===== config.mk =====
export PLATFORM = sky130hd
export DESIGN_NAME = bin_dec_3to8
export DESIGN_NICKNAME = d
export VERILOG_FILES = /design/src/rtl/bin_dec_3to8.sv
export SDC_FILE = /design/constraint.sdc
export NUM_CORES = 1
export LEC_CHECK = 0
export ABC_AREA = 1
export CAP_MARGIN = 25
export CORE_AREA = 2 2 39 41
export CTS_BUF_LIST = sky130_fd_sc_hd__clkbuf_4 sky130_fd_sc_hd__clkbuf_8
export DETAILED_ROUTE_END_ITERATION = 6
export DIE_AREA = 0 0 41 43
export PLACE_DENSITY = 0.54
export SYNTH_ARGS = -nofsm -noshare
export SYNTH_HDL_FRONTEND = slang
export SYNTH_SLANG_ARGS = --single-unit

===== constraint.sdc =====
create_clock -name clk -period 0.8 [get_ports clk]
set_input_delay 0.12 -clock clk [delete_from_list [all_inputs] [get_ports clk]]
set_output_delay 0.12 -clock clk [all_outputs]
set_load 0.05 [all_outputs]

===== src/rtl/bin_dec_3to8.sv =====
// ---------------------------------------------------------------------------
// bin_dec_3to8
//
// Registered 3-to-8 binary to one-hot decoder. Used as a select/enable
// generator for eight-way fan-out (bank selects, row strobes, demux enables).
// The decode of `in` is captured into a register every clock. Both outputs
// come straight from flops, so they are glitch-free.
//
// Parameters:
//   OUT_ACTIVE_LOW  0: the selected bit is 1 and all other bits are 0.
//                   1: the whole word is inverted (selected bit is 0).
//
// Ports:
//   clk    in   1  rising-edge clock
//   rst    in   1  synchronous active-high reset
//   in     in   3  binary code to decode (0..7)
//   bcode  out  8  registered one-hot decode of in; bit k is active when in == k
//   valid  out  1  high once bcode holds a decode of a sampled input
// ---------------------------------------------------------------------------
module bin_dec_3to8 #(
    parameter bit OUT_ACTIVE_LOW = 1'b0
) (
    input  logic       clk,
    input  logic       rst,
    input  logic [2:0] in,
    output logic [7:0] bcode,
    output logic       valid
);

    // XOR with this mask turns an active-high word into the chosen polarity.
    // It is also the all-inactive value loaded by reset.
    localparam logic [7:0] POLARITY_MASK = {8{OUT_ACTIVE_LOW}};

    logic [7:0] onehot_next;
    logic [7:0] bcode_next;
    logic [7:0] bcode_reg;
    logic       valid_reg;

    // One comparator per output bit. All eight codes are covered, so every
    // input value asserts exactly one bit and no default branch is needed.
    generate
        for (genvar gi = 0; gi < 8; gi++) begin : g_dec
            assign onehot_next[gi] = (in == 3'(gi));
        end
    endgenerate

    assign bcode_next = onehot_next ^ POLARITY_MASK;

    // Reset takes priority over the decode. valid rises on the same edge
    // that loads the first real decode.
    always_ff @(posedge clk) begin
        if (rst) begin
            bcode_reg <= POLARITY_MASK;
            valid_reg <= 1'b0;
        end else begin
            bcode_reg <= bcode_next;
            valid_reg <= 1'b1;
        end
    end

    assign bcode = bcode_reg;
    assign valid = valid_reg;

endmodule


==> results.cfg <==
[layout]
final_util_pct = 38.6
antenna_cells = 0
fill_cells = 142
final_standard_cell_area_without_fillers_sq_um = 534
ff_latch_area_sq_um = 191
area_delta_synth_final_pct = 111
final_layout_size_suffix_gt1_share_pct = 56.8
final_net_count = 50
multiInputGateArea_sq_um = 57.6
largest_reg_flops = 8
finalNonFillerCells = 60

[placement]
cells_after_dpl = 56
post-dp-hpwl_um = 355
dp_slack_ns = -0.142
detailed_place.area_sq_um = 493
input_output_buffers = 13
finalWeightedCongestion = 0.799

[die]
dieArea_sq_um = 1760
floorplan.die.height_um = 43
floorplan.core_area_sq_um = 1380
floorplan.initialDensity_pct = 18.3
floorplan.io_pins = 14
width_of_the_die_um = 41
fp-row-count = 14

[route]
drt_pass1_iterations = 2
post_drt_via_cell_ratio = 3.48
vias = 209
drt-total-wl_um = 453
number_of_violations_reported_at_the_end_of_detailed_routing_iteration_0 = 1
drt_drc_violations_left = 0
wire_per_inst_um = 7.55
detail-route-antenna-nets = 0

[sta]
final_critical_path_setup_slack_ns = -0.0511
worst_relative_slew_slack_pct = 92.3
final.min_clock_period_ns = 0.851
slew_viol_final = 0
fin_tns_setup_ns = -0.428
max_clock_freq_ghz = 1.17
timing_worst_slew_pin_value_ns = 0.116
report.final.hold_viol_count = 0
hold-worst-slack_ns = 0.386
final-setup-viol-count = 9
grt_setup_unrepaired = true
layout_worst_path_cycle_share_pct = 106

[power_and_ir_drop]
power-per-cell-area_nw_per_um2 = 1890
p_sw_uw = 245
power.share.clock_pct = 38.1
design_power_total_mw = 1.01
p_int_uw = 765
power.combinational.fraction_pct = 14.9
power_frac_seq_pct = 47.0
switch_share_pct = 24.2
static-leakage-power_nw = 0.233
power.ir.vdd_worst_mv = 0.745

[clocking]
htree_levels = 1
cts_buffer_depth = 2
clkTransAtPathRegs_ns = 0.06
clock_tree_from_tritoncts = built
cts_inserted_buffers = 3
cts_sinks = 9
holdBufCountCts = 0
clockRootBuffer = sky130_fd_sc_hd__clkbuf_4

[logic_synthesis]
synthCells = 27
post_synth.cell_area_avg_sq_um = 9.36
postSynthNetCount = 32
synthesis.yosys.warnings = 0
mappedNetlistArea_sq_um = 253
proportion_of_synthesized_chip_area_in_sequential_cells_pct = 71.3
ys_types = 6
postSynthRegisterBits = 9

[global_routing]
maximum_number_of_pins_on_one_net_before_global_route_repair = 6
first_pass_grt_wire_length_um = 793
grt_antenna_before_repair = 0
grt_util_all_layers_pct = 7.25
first_global_vias = 204
global_route.overflow_total = 0

[hold_path]
min_from = rst
min-delay-path-class = input port to flip-flop

[critical_path]
timing.setup.critical_path_class = flip-flop to primary output
cp_cell_instances = buf_12
worstPathArrival_ns = 0.73
crit_path_start_kind = flip-flop
critical_path.startpoint = bcode[0]
critPathRequiredTime_ns = 0.68
critical_path.top_delay_family = flip-flops
critical-path-max-stage-delay_ns = 0.34
worstPathBufferInverterCount = 1
crit_path_max_fanout = 1
critical_path.endpoint_type = primary output
slowest_stage = sky130_fd_sc_hd__dfxtp_2

[run_status]
failing_checks = setup timing
result_of_the_run = finished with violations

[flow_run]
drv_cap = 0
placed cells by master, fill, tap and decap left out:
cell type and instances:
sky130_fd_sc_hd__nand2_2 2, sky130_fd_sc_hd__dfxtp_2 9, sky130_fd_sc_hd__nand2_1 4, sky130_fd_sc_hd__clkbuf_4 4, sky130_fd_sc_hd__inv_2 1, sky130_fd_sc_hd__buf_12 9
sky130_fd_sc_hd__clkdlybuf4s50_1 4, sky130_fd_sc_hd__nor2_1 8, sky130_fd_sc_hd__inv_1 3
cell families (layout without fill, tap and decap cells):
| logic type | after synthesis | in the layout | synth area share, % |
|---|---|---|---|
| buffers and inverters | 4 | 21 | 5.94 |
| AND/OR/NAND/NOR | 14 | 14 | 22.8 |
| flip-flops | 9 | 9 | 71.3 |
path summary, 6_finish.rpt:
check	slack, ns	endpoint	cells after the start
min	0.39	valid	2
max	-0.05	bcode[0]	1
routing by layer:
| layer | GRT usage (%) | vias to the layer above | wire [um] |
|---|---|---|---|
| met5 | 0 | - | 0 |
| met4 | 8.00 | 0 | 22 |
| met3 | 3.66 | 5 | 46 |
| met2 | 9.06 | 9 | 206 |
| met1 | 7.79 | 84 | 177 |
| li1 | - | 111 | - |
cell type report:
cell class	instances	area share [%]
clock buffers	4	5.62
inverters	4	2.81
multi-input cells	14	10.8
flip-flops and latches	9	35.8
well taps	16	3.75
repair buffers	13	41.2
cell usage after synthesis:
cell type                 number  area (sq um)
sky130_fd_sc_hd__inv_1         3          11.3
sky130_fd_sc_hd__dfxtp_1       9           180
sky130_fd_sc_hd__nor2_1        8          30.0
sky130_fd_sc_hd__nand2_2       2          12.5
sky130_fd_sc_hd__nand2_1       4          15.0
sky130_fd_sc_hd__inv_2         1          3.75
power by group through the flow:
| stage | combinational [mW] | sequential, mW | clock (mW) |
|---|---|---|---|
| 6_report | 0.151 | 0.475 | 0.385 |
| 5_1_grt | 0.161 | 0.476 | 0.408 |
| 4_1_cts | 0.152 | 0.475 | 0.392 |
| 3_5_place_dp | 0.151 | 0.483 | 0 |
| 3_3_place_gp | 0.150 | 0.483 | 0 |
| 2_1_floorplan | 0.0233 | 0.523 | 0 |
repair_timing:
item | 4_1_cts | 5_1_grt
setup endpoints to repair | 9 | 9
resized for setup | 9 | 0
setup buffers | 0 | 0
(Power assumes the default switching activity.)
==> edit 1, RTL diff (same flow settings) <==
Register the output `valid` once more, without a reset; this adds one clock of latency there. The other outputs are not delayed to match.
--- a/src/rtl/bin_dec_3to8.sv
+++ b/src/rtl/bin_dec_3to8.sv
@@ -61,3 +61,5 @@
     assign bcode = bcode_reg;
-    assign valid = valid_reg;
+    always_ff @(posedge clk) begin
+        valid <= valid_reg;
+    end
 
Formal check against the unedited RTL: not equivalent (a bounded check fails within 4 cycles, from zero or initial values and one cycle with rst high).
==> edit 1 against the unedited design <==
- the flow still finishes with violations (negative setup slack)
- die area is the same
- utilization grew 0.90 points
- hold slack got worse by 60 ps
- sequential power rose by 11%
- total power decreased by 1.8%
- routed wire length fell by 11%
- sequential cell count grew 1
- cell area increased by 2.3%
- worst setup slack better by 9.9 ps
- synthesized area grew 7.9%
- critical endpoint is now bcode[2]
- largest cell class unchanged
- highest routed layer unchanged
==> edit 1: results (changes against the unedited design) <==
\begin{tabular}{lr}
\hline
Metric & Value \\
\hline
\multicolumn{2}{l}{\textbf{Status}} \\
Status & finished, violations left (unchanged) \\
Violated checks & negative setup slack (unchanged) \\
\multicolumn{2}{l}{\textbf{STA}} \\
Crit path setup slack, layout & -41.2 ps (was -51.1 ps) \\
Worst hold slack across all endpoints & 326 ps (was 386 ps) \\
Setup-failing EPs final & 9 (unchanged) \\
Worst-case headroom to the max-slew limit & 92.9\% (was 92.3\%) \\
\multicolumn{2}{l}{\textbf{Detailed routing}} \\
Routed WL per cell & 6.72 um (was 7.55 um) \\
Met2 Routed Length & 164 um (was 206 um) \\
First DRT Iteration DRCs & 2 (was 1) \\
Post-Route M1 WL & 174 um (was 177 um) \\
Initial DRT Pass Iterations & 4 (was 2) \\
\multicolumn{2}{l}{\textbf{Global route}} \\
Total global-route track usage & 6.25\% (was 7.25\%) \\
Met2 usage & 6.88\% (was 9.06\%) \\
Wire length of the first global-routing pass & 690 um (was 793 um) \\
\multicolumn{2}{l}{\textbf{Yosys}} \\
Avg Cell Area, Syn & 9.74 um2 (was 9.36 um2) \\
Top cell type's share of synthesized area & 73.4\% (was 71.3\%) \\
Commonest cells post-synth & 10 x sky130\_fd\_sc\_hd\_\_dfxtp\_1, 8 x sky130\_fd\_sc\_hd\_\_nor2\_1, 4 x sky130\_fd\_sc\_hd\_\_nand2\_1 (was 9 x sky130\_fd\_sc\_hd\_\_dfxtp\_1, 8 x sky130\_fd\_sc\_hd\_\_nor2\_1, 4 x sky130\_fd\_sc\_hd\_\_nand2\_1) \\
Top area cells in the synthesized netlist & sky130\_fd\_sc\_hd\_\_dfxtp\_1 73\%, sky130\_fd\_sc\_hd\_\_nor2\_1 11\%, sky130\_fd\_sc\_hd\_\_nand2\_1 5.5\% (was sky130\_fd\_sc\_hd\_\_dfxtp\_1 71\%, sky130\_fd\_sc\_hd\_\_nor2\_1 12\%, sky130\_fd\_sc\_hd\_\_nand2\_1 5.9\%) \\
Part of the Yosys area used for sequential elements & 73.4\% (was 71.3\%) \\
Net Count, Synth & 33 (was 32) \\
\multicolumn{2}{l}{\textbf{Place}} \\
Routability congestion estimate & 0.757 (was 0.799) \\
Post-placement cell area & 513 um2 (was 493 um2) \\
Place WS & -128 ps (was -142 ps) \\
\multicolumn{2}{l}{\textbf{Cells and area}} \\
Share of post-route cells with drive strength above 1 & 54.5\% (was 56.8\%) \\
Final layout net count & 51 (was 50) \\
\multicolumn{2}{l}{\textbf{Worst hold path}} \\
Classification of the worst-slack hold path & register to register (was input port to register) \\
\multicolumn{2}{l}{\textbf{Pwr}} \\
Fraction of power spent switching nets & 23.0\% (was 24.2\%) \\
Post-layout total power & 0.000992 W (was 0.00101 W) \\
\hline
\end{tabular}
-- edit 1: cell count changes in the layout (fill, tap and decap cells not counted), sizes merged --
| cell | change |
|---|---|
| clkbuf | -1 |
| dfxtp | +1 |
-- edit 1: cells by family after synthesis --
kind of cell	Yosys count	synth area share, %
and+or+nand+nor	14	21.1
DFF	10	73.4
buffers and inverters	4	5.50
-- edit 1: timing repair --
item | CTS | global route
resized for setup | 9 | 0
pin swaps | 0 | 0
setup endpoints to repair | 9 | 9
-- edit 1: final timing paths --
check / to / cells after the start / startpoint
min reg2reg: valid / 0 / valid_reg
max: bcode[2] / 1 / bcode[2]
min: valid / 0 / valid_reg
max reg2reg: valid / 0 / valid_reg
-- edit 1: layout make-up --
type                            count  area [um2]
Multi-Input combinational cell     14        57.6
Inverter                            4        15.0
Tap cell                           16        20.0
Sequential cell                    10         211
Fill cell                         134         837
Clock buffer                        3        22.5
Timing Repair Buffer               13         220
==> edit 2, RTL diff (same settings) <==
Without the edit above. Set the parameter `OUT_ACTIVE_LOW` to 1'b1 (it was 1'b0).
--- a/src/rtl/bin_dec_3to8.sv
+++ b/src/rtl/bin_dec_3to8.sv
@@ -20,3 +20,3 @@
 module bin_dec_3to8 #(
-    parameter bit OUT_ACTIVE_LOW = 1'b0
+    parameter bit OUT_ACTIVE_LOW = 1'b1
 ) (
Check against the original RTL: not equivalent (Yosys sat finds a counterexample within 4 cycles, from zero or initial values and one cycle with rst high).
==> edit 2 against the unedited design <==
- sequential share of layout area is 0.25 points lower
- first-iteration DRC count shrank 100%
- cell area up 0.70%
- total power decreased by 0.58%
- routed wire length up 1.8%
- worst setup slack barely moved
- combinational power barely moved
- synthesized area grew 0.50%
- via count up 4.3%
- final cell count up 1.7%
- the run still ends with negative setup slack left
- non-clock buffer count unchanged
- sequential cell count did not move
==> edit 2: results (changes against the unedited design) <==
\begin{tabular}{lr}
\hline
Metric & Value \\
\hline
\multicolumn{2}{l}{\textbf{Pwr}} \\
Pleak & 0.244 nW (was 0.233 nW) \\
Internal power & 0.000765 W (about the same) \\
Peak ir drop on the vdd network & 807 uV (was 745 uV) \\
Clock power share & 37.6\% (was 38.1\%) \\
\multicolumn{2}{l}{\textbf{Yosys}} \\
Net Count, Synth & 33 (was 32) \\
Gate Count Post-Synth & 28 (was 27) \\
Part of the Yosys area used for sequential elements & 70.9\% (was 71.3\%) \\
Distinct cell type count of the synthesized netlist & 5 (was 6) \\
Commonest cells post-synth & 9 x sky130\_fd\_sc\_hd\_\_dfxtp\_1, 9 x sky130\_fd\_sc\_hd\_\_nand2\_1, 5 x sky130\_fd\_sc\_hd\_\_inv\_1 (was 9 x sky130\_fd\_sc\_hd\_\_dfxtp\_1, 8 x sky130\_fd\_sc\_hd\_\_nor2\_1, 4 x sky130\_fd\_sc\_hd\_\_nand2\_1) \\
Count of flip-flops with a built-in enable after synthesis & 0 (unchanged) \\
Top area cells in the synthesized netlist & sky130\_fd\_sc\_hd\_\_dfxtp\_1 71\%, sky130\_fd\_sc\_hd\_\_nand2\_1 13\%, sky130\_fd\_sc\_hd\_\_inv\_1 7.4\% (was sky130\_fd\_sc\_hd\_\_dfxtp\_1 71\%, sky130\_fd\_sc\_hd\_\_nor2\_1 12\%, sky130\_fd\_sc\_hd\_\_nand2\_1 5.9\%) \\
\multicolumn{2}{l}{\textbf{Detailed routing}} \\
Vias after detailed routing & 218 (was 209) \\
Length of routed met3 wiring & 33 um (was 46 um) \\
First DRT Iteration DRCs & 0 (was 1) \\
Initial DRT Pass Iterations & 1 (was 2) \\
Post-Route M1 WL & 145 um (was 177 um) \\
Routed WL per cell & 7.56 um (was 7.55 um) \\
\multicolumn{2}{l}{\textbf{Global route}} \\
Wire length of the first global-routing pass & 717 um (was 793 um) \\
Routing usage on met1 & 5.21\% (was 7.79\%) \\
Grt met3 use & 7.85\% (was 3.66\%) \\
Met2 usage & 9.69\% (was 9.06\%) \\
Number of global-route vias before repair & 189 (was 204) \\
\multicolumn{2}{l}{\textbf{Place}} \\
Post-placement cell area & 494 um2 (was 493 um2) \\
Placed cell count & 57 (was 56) \\
Routability congestion estimate & 0.699 (was 0.799) \\
Post-DP HPWL & 379 um (was 355 um) \\
\multicolumn{2}{l}{\textbf{STA}} \\
Crit path setup slack, layout & -51.1 ps (about the same) \\
Slew at the pin closest to its max-slew limit & 172 ps (was 116 ps) \\
Setup-failing EPs final & 9 (unchanged) \\
\multicolumn{2}{l}{\textbf{Cells and area}} \\
Final layout net count & 51 (was 50) \\
\# fillers & 139 (was 142) \\
Layout Cells excl Fill & 61 (was 60) \\
Share of post-route cells with drive strength above 1 & 53.3\% (was 56.8\%) \\
\multicolumn{2}{l}{\textbf{Critical path}} \\
Critical Path Fanout Max & 1 (unchanged) \\
Capturing instance or port of the critical path & bcode[6] (was bcode[0]) \\
\multicolumn{2}{l}{\textbf{Status}} \\
Status & finished, violations left (unchanged) \\
Violated checks & negative setup slack (unchanged) \\
\hline
\end{tabular}
## edit 2: changes by cell type in the layout (fill, tap and decap cells not counted)
cell,delta
sky130_fd_sc_hd__nand2_2,-2
sky130_fd_sc_hd__inv_1,+2
sky130_fd_sc_hd__nand2_1,+5
sky130_fd_sc_hd__nor2_1,-5
sky130_fd_sc_hd__inv_2,-1
sky130_fd_sc_hd__nor2_2,+2
## edit 2: what timing repair did
| action | CTS | global route |
|---|---|---|
| setup buffers | 0 | 0 |
| gates resized for setup | 9 | 1 |
| endpoints found under the setup margin | 9 | 12 |
| hold buffers | 0 | 0 |
## edit 2: worst min-delay path by stage
stage | startpoint | to | slack (ps) | depth (start not counted)
after detailed placement | bcode[7] | bcode[7] | 570 | 1
after floorplan | rst | valid | 180 | 1
after CTS | rst | valid | 390 | 2
after global routing | rst | valid | 430 | 2
after global placement | bcode[3] | bcode[3] | 570 | 1
final | rst | valid | 420 | 2
## edit 2: stage by stage
stage	hold slack [ps]	setup slack [ps]	utilization (%)	power [W]	setup TNS (ps)
2_1_floorplan	177	92.7	-	0.000543	0
3_3_place_gp	568	-219	35.7	0.000632	-1590
3_5_place_dp	568	-224	35.7	0.000634	-1640
4_1_cts	391	-66.8	38.7	0.00102	-556
5_1_grt	431	-90.2	38.9	0.00106	-715
6_report	419	-51.1	38.9	0.00100	-427
## edit 2: cell type report
| type | count | area [um2] | share of cell area [%] |
|---|---|---|---|
| Sequential cell | 9 | 191 | 35.6 |
| Inverter | 5 | 18.8 | 3.49 |
| Timing Repair Buffer | 13 | 220 | 40.9 |
| Clock buffer | 4 | 30.0 | 5.58 |
| Tap cell | 16 | 20.0 | 3.72 |
| Multi-Input combinational cell | 14 | 57.6 | 10.7 |
